--- src/rtl/sdcard_spi.sv ---
// sdcard_spi: byte-wide SPI master (mode 0) for the SD card pins of PORTB.
// The CPU writes SPDR to start a transfer; the byte is shifted out MSB-first
// on mosi while miso is shifted in, then spif is raised.
//
// Ports:
//   clk, rst       system clock, asynchronous active-high reset
//   data_out[7:0]  register read data (combinational, 0 unless cs&&oe&&!rst)
//   data_in[7:0]   register write data
//   addr[5:0]      register address (00 SPDR, 01 SPSR, 02 SPDIV)
//   cs, oe, we     block select, read strobe, write strobe
//   sck, mosi      SPI clock and data out
//   miso           SPI data in (asynchronous, synchronised internally)
module sdcard_spi #(
    parameter logic [7:0] RESET_DIV = 8'hFF
) (
    input  logic       clk,
    input  logic       rst,
    output logic [7:0] data_out,
    input  logic [7:0] data_in,
    input  logic [5:0] addr,
    input  logic       cs,
    input  logic       oe,
    input  logic       we,
    output logic       sck,
    output logic       mosi,
    input  logic       miso
);

    typedef enum logic [1:0] {IDLE, LOW, HIGH} state_t;

    state_t      state, state_n;
    logic        sck_n, mosi_n;
    logic [7:0]  tx, tx_n;
    logic [6:0]  shift, shift_n;
    logic [7:0]  rx, rx_n;
    logic        spif, spif_n;
    logic        wcol, wcol_n;
    logic [7:0]  spdiv, spdiv_n;
    logic [7:0]  cnt, cnt_n;
    logic [2:0]  bitcnt, bitcnt_n;
    logic [2:0]  tx_idx;
    logic        miso_s;
    logic        spif_set;

    logic wr_spdr, rd_spdr, wr_div, busy;

    assign wr_spdr = cs && we && (addr == 6'h00);
    assign rd_spdr = cs && oe && (addr == 6'h00);
    assign wr_div  = cs && we && (addr == 6'h02);
    assign busy    = (state != IDLE);
    // Next bit to present after the current falling edge; wraps to 7 on the
    // last bit, where mosi is forced back to idle-high anyway.
    assign tx_idx  = 3'd6 - bitcnt;

    always_comb begin
        data_out = 8'h00;
        if (cs && oe && !rst) begin
            case (addr)
                6'h00:   data_out = rx;
                6'h01:   data_out = {spif, wcol, busy, 5'b0};
                6'h02:   data_out = spdiv;
                default: data_out = 8'h00;
            endcase
        end
    end

    always_comb begin
        state_n  = state;
        sck_n    = sck;
        mosi_n   = mosi;
        tx_n     = tx;
        shift_n  = shift;
        rx_n     = rx;
        cnt_n    = cnt;
        bitcnt_n = bitcnt;
        spif_set = 1'b0;
        // A divider write only affects the next reload; the running phase
        // keeps counting down from the value already loaded in cnt.
        spdiv_n  = wr_div ? data_in : spdiv;

        case (state)
            IDLE: begin
                sck_n  = 1'b0;
                mosi_n = 1'b1;
                if (wr_spdr) begin
                    tx_n     = data_in;
                    mosi_n   = data_in[7];
                    cnt_n    = spdiv;
                    bitcnt_n = 3'd0;
                    state_n  = LOW;
                end
            end
            LOW: begin
                if (cnt == 8'd0) begin
                    sck_n   = 1'b1;
                    cnt_n   = spdiv;
                    state_n = HIGH;
                end else begin
                    cnt_n = cnt - 8'd1;
                end
            end
            HIGH: begin
                if (cnt == 8'd0) begin
                    // miso is sampled at the end of the high phase, which
                    // hides the one-cycle synchroniser latency.
                    sck_n    = 1'b0;
                    shift_n  = {shift[5:0], miso_s};
                    mosi_n   = tx[tx_idx];
                    bitcnt_n = bitcnt + 3'd1;
                    if (bitcnt == 3'd7) begin
                        rx_n     = {shift, miso_s};
                        spif_set = 1'b1;
                        mosi_n   = 1'b1;
                        state_n  = IDLE;
                    end else begin
                        cnt_n   = spdiv;
                        state_n = LOW;
                    end
                end else begin
                    cnt_n = cnt - 8'd1;
                end
            end
            default: state_n = IDLE;
        endcase

        // Setting a flag takes priority over the read-to-clear.
        spif_n = spif_set ? 1'b1 : (rd_spdr ? 1'b0 : spif);
        wcol_n = (wr_spdr && busy) ? 1'b1 : (rd_spdr ? 1'b0 : wcol);
    end

    always_ff @(posedge clk or posedge rst) begin
        if (rst) begin
            state  <= IDLE;
            sck    <= 1'b0;
            mosi   <= 1'b1;
            tx     <= 8'h00;
            shift  <= 7'h00;
            rx     <= 8'h00;
            spif   <= 1'b0;
            wcol   <= 1'b0;
            spdiv  <= RESET_DIV;
            cnt    <= 8'h00;
            bitcnt <= 3'd0;
            miso_s <= 1'b1;
        end else begin
            state  <= state_n;
            sck    <= sck_n;
            mosi   <= mosi_n;
            tx     <= tx_n;
            shift  <= shift_n;
            rx     <= rx_n;
            spif   <= spif_n;
            wcol   <= wcol_n;
            spdiv  <= spdiv_n;
            cnt    <= cnt_n;
            bitcnt <= bitcnt_n;
            miso_s <= miso;
        end
    end

endmodule

--- config.mk ---
export PLATFORM = sky130hd
export DESIGN_NAME = sdcard_spi
export DESIGN_NICKNAME = d
export VERILOG_FILES = /design/src/rtl/sdcard_spi.sv
export SDC_FILE = /design/constraint.sdc
export NUM_CORES = 1
export LEC_CHECK = 0
export CORE_AREA = 2 2 74 76
export CTS_CLUSTER_SIZE = 25
export DETAILED_ROUTE_END_ITERATION = 10
export DIE_AREA = 0 0 76 78
export HOLD_SLACK_MARGIN = 0.05
export PLACE_DENSITY = 0.74
export SLEW_MARGIN = 25
export SYNTH_ARGS = -nofsm -noshare
export SYNTH_HDL_FRONTEND = slang
export SYNTH_SLANG_ARGS = --single-unit
--- constraint.sdc ---
create_clock -name clk -period 3 [get_ports clk]
set_input_delay 0.45 -clock clk [delete_from_list [all_inputs] [get_ports clk]]
set_output_delay 0.45 -clock clk [all_outputs]
set_load 0.01 [all_outputs]
==> results.py <==
metrics = {
    "finish": {
        "fill_cells": 407,
        "drive_gt1_share_pct": 22.4,
        "seq_area_sq_um": 1240,
        "area_growth_pct": 17.6,
        "layout.cells.non_filler": 356,
        "fin_nets": 314,
        "multiInputGateArea_sq_um": 1430,
        "antenna_cells": 0,
    },
    "routing": {
        "dr_wl_met2_um": 3010,
        "num_vias": 2051,
        "drc_errors": 0,
        "postRouteAntennaNets": 0,
        "vias_per_cell": 5.76,
        "drt_wl_total_um": 5980,
        "routed.top_layer": "met4",
        "wl_met3_um": 229,
        "wl_per_cell_um": 16.8,
        "wl_met1_um": 2690,
        "drtPass1Iterations": 4,
        "drtIter0Drc": 90,
    },
    "clock_tree": {
        "cts_buffer_depth": 2,
        "cts_tree": "yes",
        "cts_buffers": 5,
        "clock_latency_ns": 0.31,
        "clkSlewWorstSetupHoldPaths_ns": 0.08,
        "cts-root-buf": "clkbuf_8",
        "post_cts_buffers": 0,
        "cts_resized": 1,
        "h-tree-depth": 2,
        "cts_sinks": 49,
        "cts_hold_buf": 0,
    },
    "synth": {
        "synth_area_sq_um": 2770,
        "yosysWarnings": 0,
        "avgSynthCellArea_sq_um": 11.1,
        "synth_edf_count": 0,
        "synthCells": 250,
        "async_flop_share_pct": 100,
        "yosys.cell_types.count": 60,
        "ys_seq_elements": 49,
        "ys.flop_type": "dfrtp_1",
        "ys_seq_area_share_pct": 44.7,
        "syn_nets": 279,
    },
    "die": {
        "dieArea_sq_um": 5930,
        "row_count": 26,
        "ios": 30,
        "die_h_um": 78,
        "initial_utilization_pct": 55.0,
        "die_w_um": 76,
        "coreArea_sq_um": 5040,
    },
    "timing": {
        "final-max-slew-violation-count": 0,
        "fin_crit_sh_pct": 95.8,
        "max_slew_margin_pct": 49.3,
        "final.min_clock_period_ns": 2.88,
        "max_freq_ghz": 0.348,
        "skew_ns": 0.0139,
        "worst_pin_slew_ns": 0.751,
        "hold_viol": 0,
        "fin_setup_tns_ns": 0,
        "grt_setup_unrepaired": "false",
        "setup_violations": 0,
    },
    "setup_path": {
        "critPathTopFamily": "buffers and inverters",
        "cpPeakStageDelay_ns": 0.55,
        "cp_cell_sequence": "clkdlybuf4s50_1 > or4b_4 > buf_4 > nor2_1 > nand3_1 > nor2_1 > clkdlybuf4s50_1",
        "critPathBufInv": 3,
        "critical_path_class": "input pin to output port",
        "worstPathRequired_ns": 2.55,
        "start_kind": "input pin",
        "critPathArrivalTime_ns": 2.43,
        "crit_fanout": 4,
        "cp-end-kind": "output port",
        "cp_slowest_cell": "or4b_4",
    },
    "global_route": {
        "grt_pass1_vias": 2070,
        "globalRouteOverflowTotal": 0,
        "grt_max_degree": 31,
        "grt_usage_pct": 21.5,
        "grt_antenna_before_repair": 0,
        "grt_pass1_wl_um": 10000,
    },
    "power_and_ir_drop": {
        "powerDensity_nw_per_um2": 356,
        "p_leak_nw": 1.51,
        "irDropWorstVdd_mv": 0.326,
    },
    "place": {
        "dp_hpwl_um": 4500,
        "io_buffer_count": 29,
        "placed_cells": 348,
        "gp_congestion": 0.866,
    },
    "status": {
        "status": "finished clean",
    },
    "worst_hold_path": {
        "hold_path.class": "flip-flop to flip-flop",
    },
    "flow_run": {
        "drv_cap": 0,
    },
}
==> final timing paths <==
| check | start | to | slack [ns] | cells after the start |
|---|---|---|---|---|
| worst max register to register | state[0]$_DFFE_PP0P_ | cnt[5]$_DFFE_PP0P_ | 0.69 | 6 |
| min in group asynchronous | rst | cnt[3]$_DFFE_PP0P_ | 0.59 | 2 |
| worst max-delay path | addr[3] | data_out[7] | 0.12 | 7 |
| max in group asynchronous | rst | miso_s$_DFF_PP1_ | 1.72 | 3 |
| worst min-delay path | shift[6]$_DFFE_PP0P_ | shift[6]$_DFFE_PP0P_ | 0.48 | 2 |
| worst min register to register | shift[6]$_DFFE_PP0P_ | shift[6]$_DFFE_PP0P_ | 0.48 | 2 |
==> state kept, by name, indices dropped and copies added (netlist names) <==
| name | flops |
|---|---|
| miso_s | 1 |
| rx | 8 |
| mosi | 1 |
| state | 2 |
| sck | 1 |
| wcol | 1 |
| bitcnt | 3 |
| shift | 7 |
| cnt | 8 |
| spdiv | 8 |
| spif | 1 |
| tx | 8 |
==> cells by family after synthesis <==
| logic type | Yosys count | synth area share (%) |
|---|---|---|
| xor gates and xnor gates | 1 | 0.316 |
| DFF | 49 | 44.7 |
| and+or+nand+nor | 84 | 17.0 |
| AOI/OAI and AO/OA | 44 | 12.4 |
| adders and majority gates | 9 | 4.06 |
| buffers and inverters | 23 | 4.02 |
| muxes | 40 | 17.6 |
==> cells in the mapped netlist (2+ instances only) <==
master | instances | share of area, %
dfrtp_1 | 39 | 35
buf_2 | 2 | 0.36
mux2i_1 | 13 | 4.7
ha_1 | 9 | 4.1
clkbuf_1 | 3 | 0.41
o21ai_0 | 4 | 0.72
o221ai_1 | 2 | 0.63
nor2_1 | 16 | 2.2
mux2_2 | 9 | 3.7
nor3b_1 | 2 | 0.54
mux2_1 | 8 | 3.2
or3_1 | 2 | 0.45
a2111oi_2 | 2 | 1.1
a2bb2oi_1 | 2 | 0.63
or3b_2 | 2 | 0.63
nand2b_1 | 2 | 0.45
a21boi_0 | 2 | 0.54
nor2b_1 | 3 | 0.68
inv_1 | 14 | 1.9
mux2_4 | 8 | 4.3
a31oi_1 | 4 | 0.90
a22oi_1 | 2 | 0.54
nand4_1 | 5 | 1.1
a22o_1 | 2 | 0.63
nor3_4 | 2 | 1.2
dfstp_2 | 10 | 9.5
o2bb2ai_1 | 2 | 0.63
mux4_2 | 2 | 1.6
nor4_1 | 2 | 0.45
nor3_1 | 3 | 0.54
nand2_1 | 27 | 3.7
nand3_1 | 8 | 1.4
o21ai_1 | 2 | 0.36
a21oi_1 | 9 | 1.6
==> layout by cell type, fill, tap and decap left out, types with 3 or more instances in the layout <==
cell type         n
mux2i_1          13
nand3_1           8
mux2_2            9
mux2_4            8
mux2_1            8
clkbuf_8          5
nor2b_1           3
nand4_1           5
a31oi_1           4
nand2_1          26
inv_1            13
dfrtp_1          39
buf_4             8
o21ai_0           4
a21oi_1           9
ha_1              9
nor2_1           16
dfstp_2          10
clkdlybuf4s50_1  27
==> per-stage QoR <==
step	instance area, sq um	setup slack (ns)	power, mW	hold slack, ns	utilization, %
2_1_floorplan	2770	0.839	0.728	0.439	-
5_1_grt	3260	0.0225	1.21	0.487	64.6
6_report	3260	0.125	1.16	0.476	64.6
3_5_place_dp	3150	0.000983	0.775	0.458	62.5
4_1_cts	3250	0.0172	1.17	0.476	64.4
3_3_place_gp	3150	0.0188	0.774	0.452	62.5
==> cell type report <==
type	count	area share, %
multi-input combinational	178	44.0
sequential	49	38.0
timing repair buffer	37	10.9
tap	70	2.69
clock buffer	5	2.11
inverter	14	1.61
clock inverter	3	0.691
==> worst register-to-register path: stages (launching register included) <==
cell	delay, ns
dfrtp_1	0.44
inv_1	0.11
ha_1	0.35
nor4bb_1	0.66
a31oi_1	0.34
a31oi_1	0.25
a21oi_1	0.06
==> metal layers <==
layer	vias up	track usage [%]
li1	983	-
met1	1033	27.7
met2	30	37.6
met3	5	3.72
met4	0	6.00
met5	-	0
==> power by group <==
part	internal, mW	total, mW	switching, mW
combinational	0.0382	0.0721	0.0339
clock	0.166	0.397	0.231
sequential	0.679	0.691	0.0115
Power figures use the tool's default switching activity.
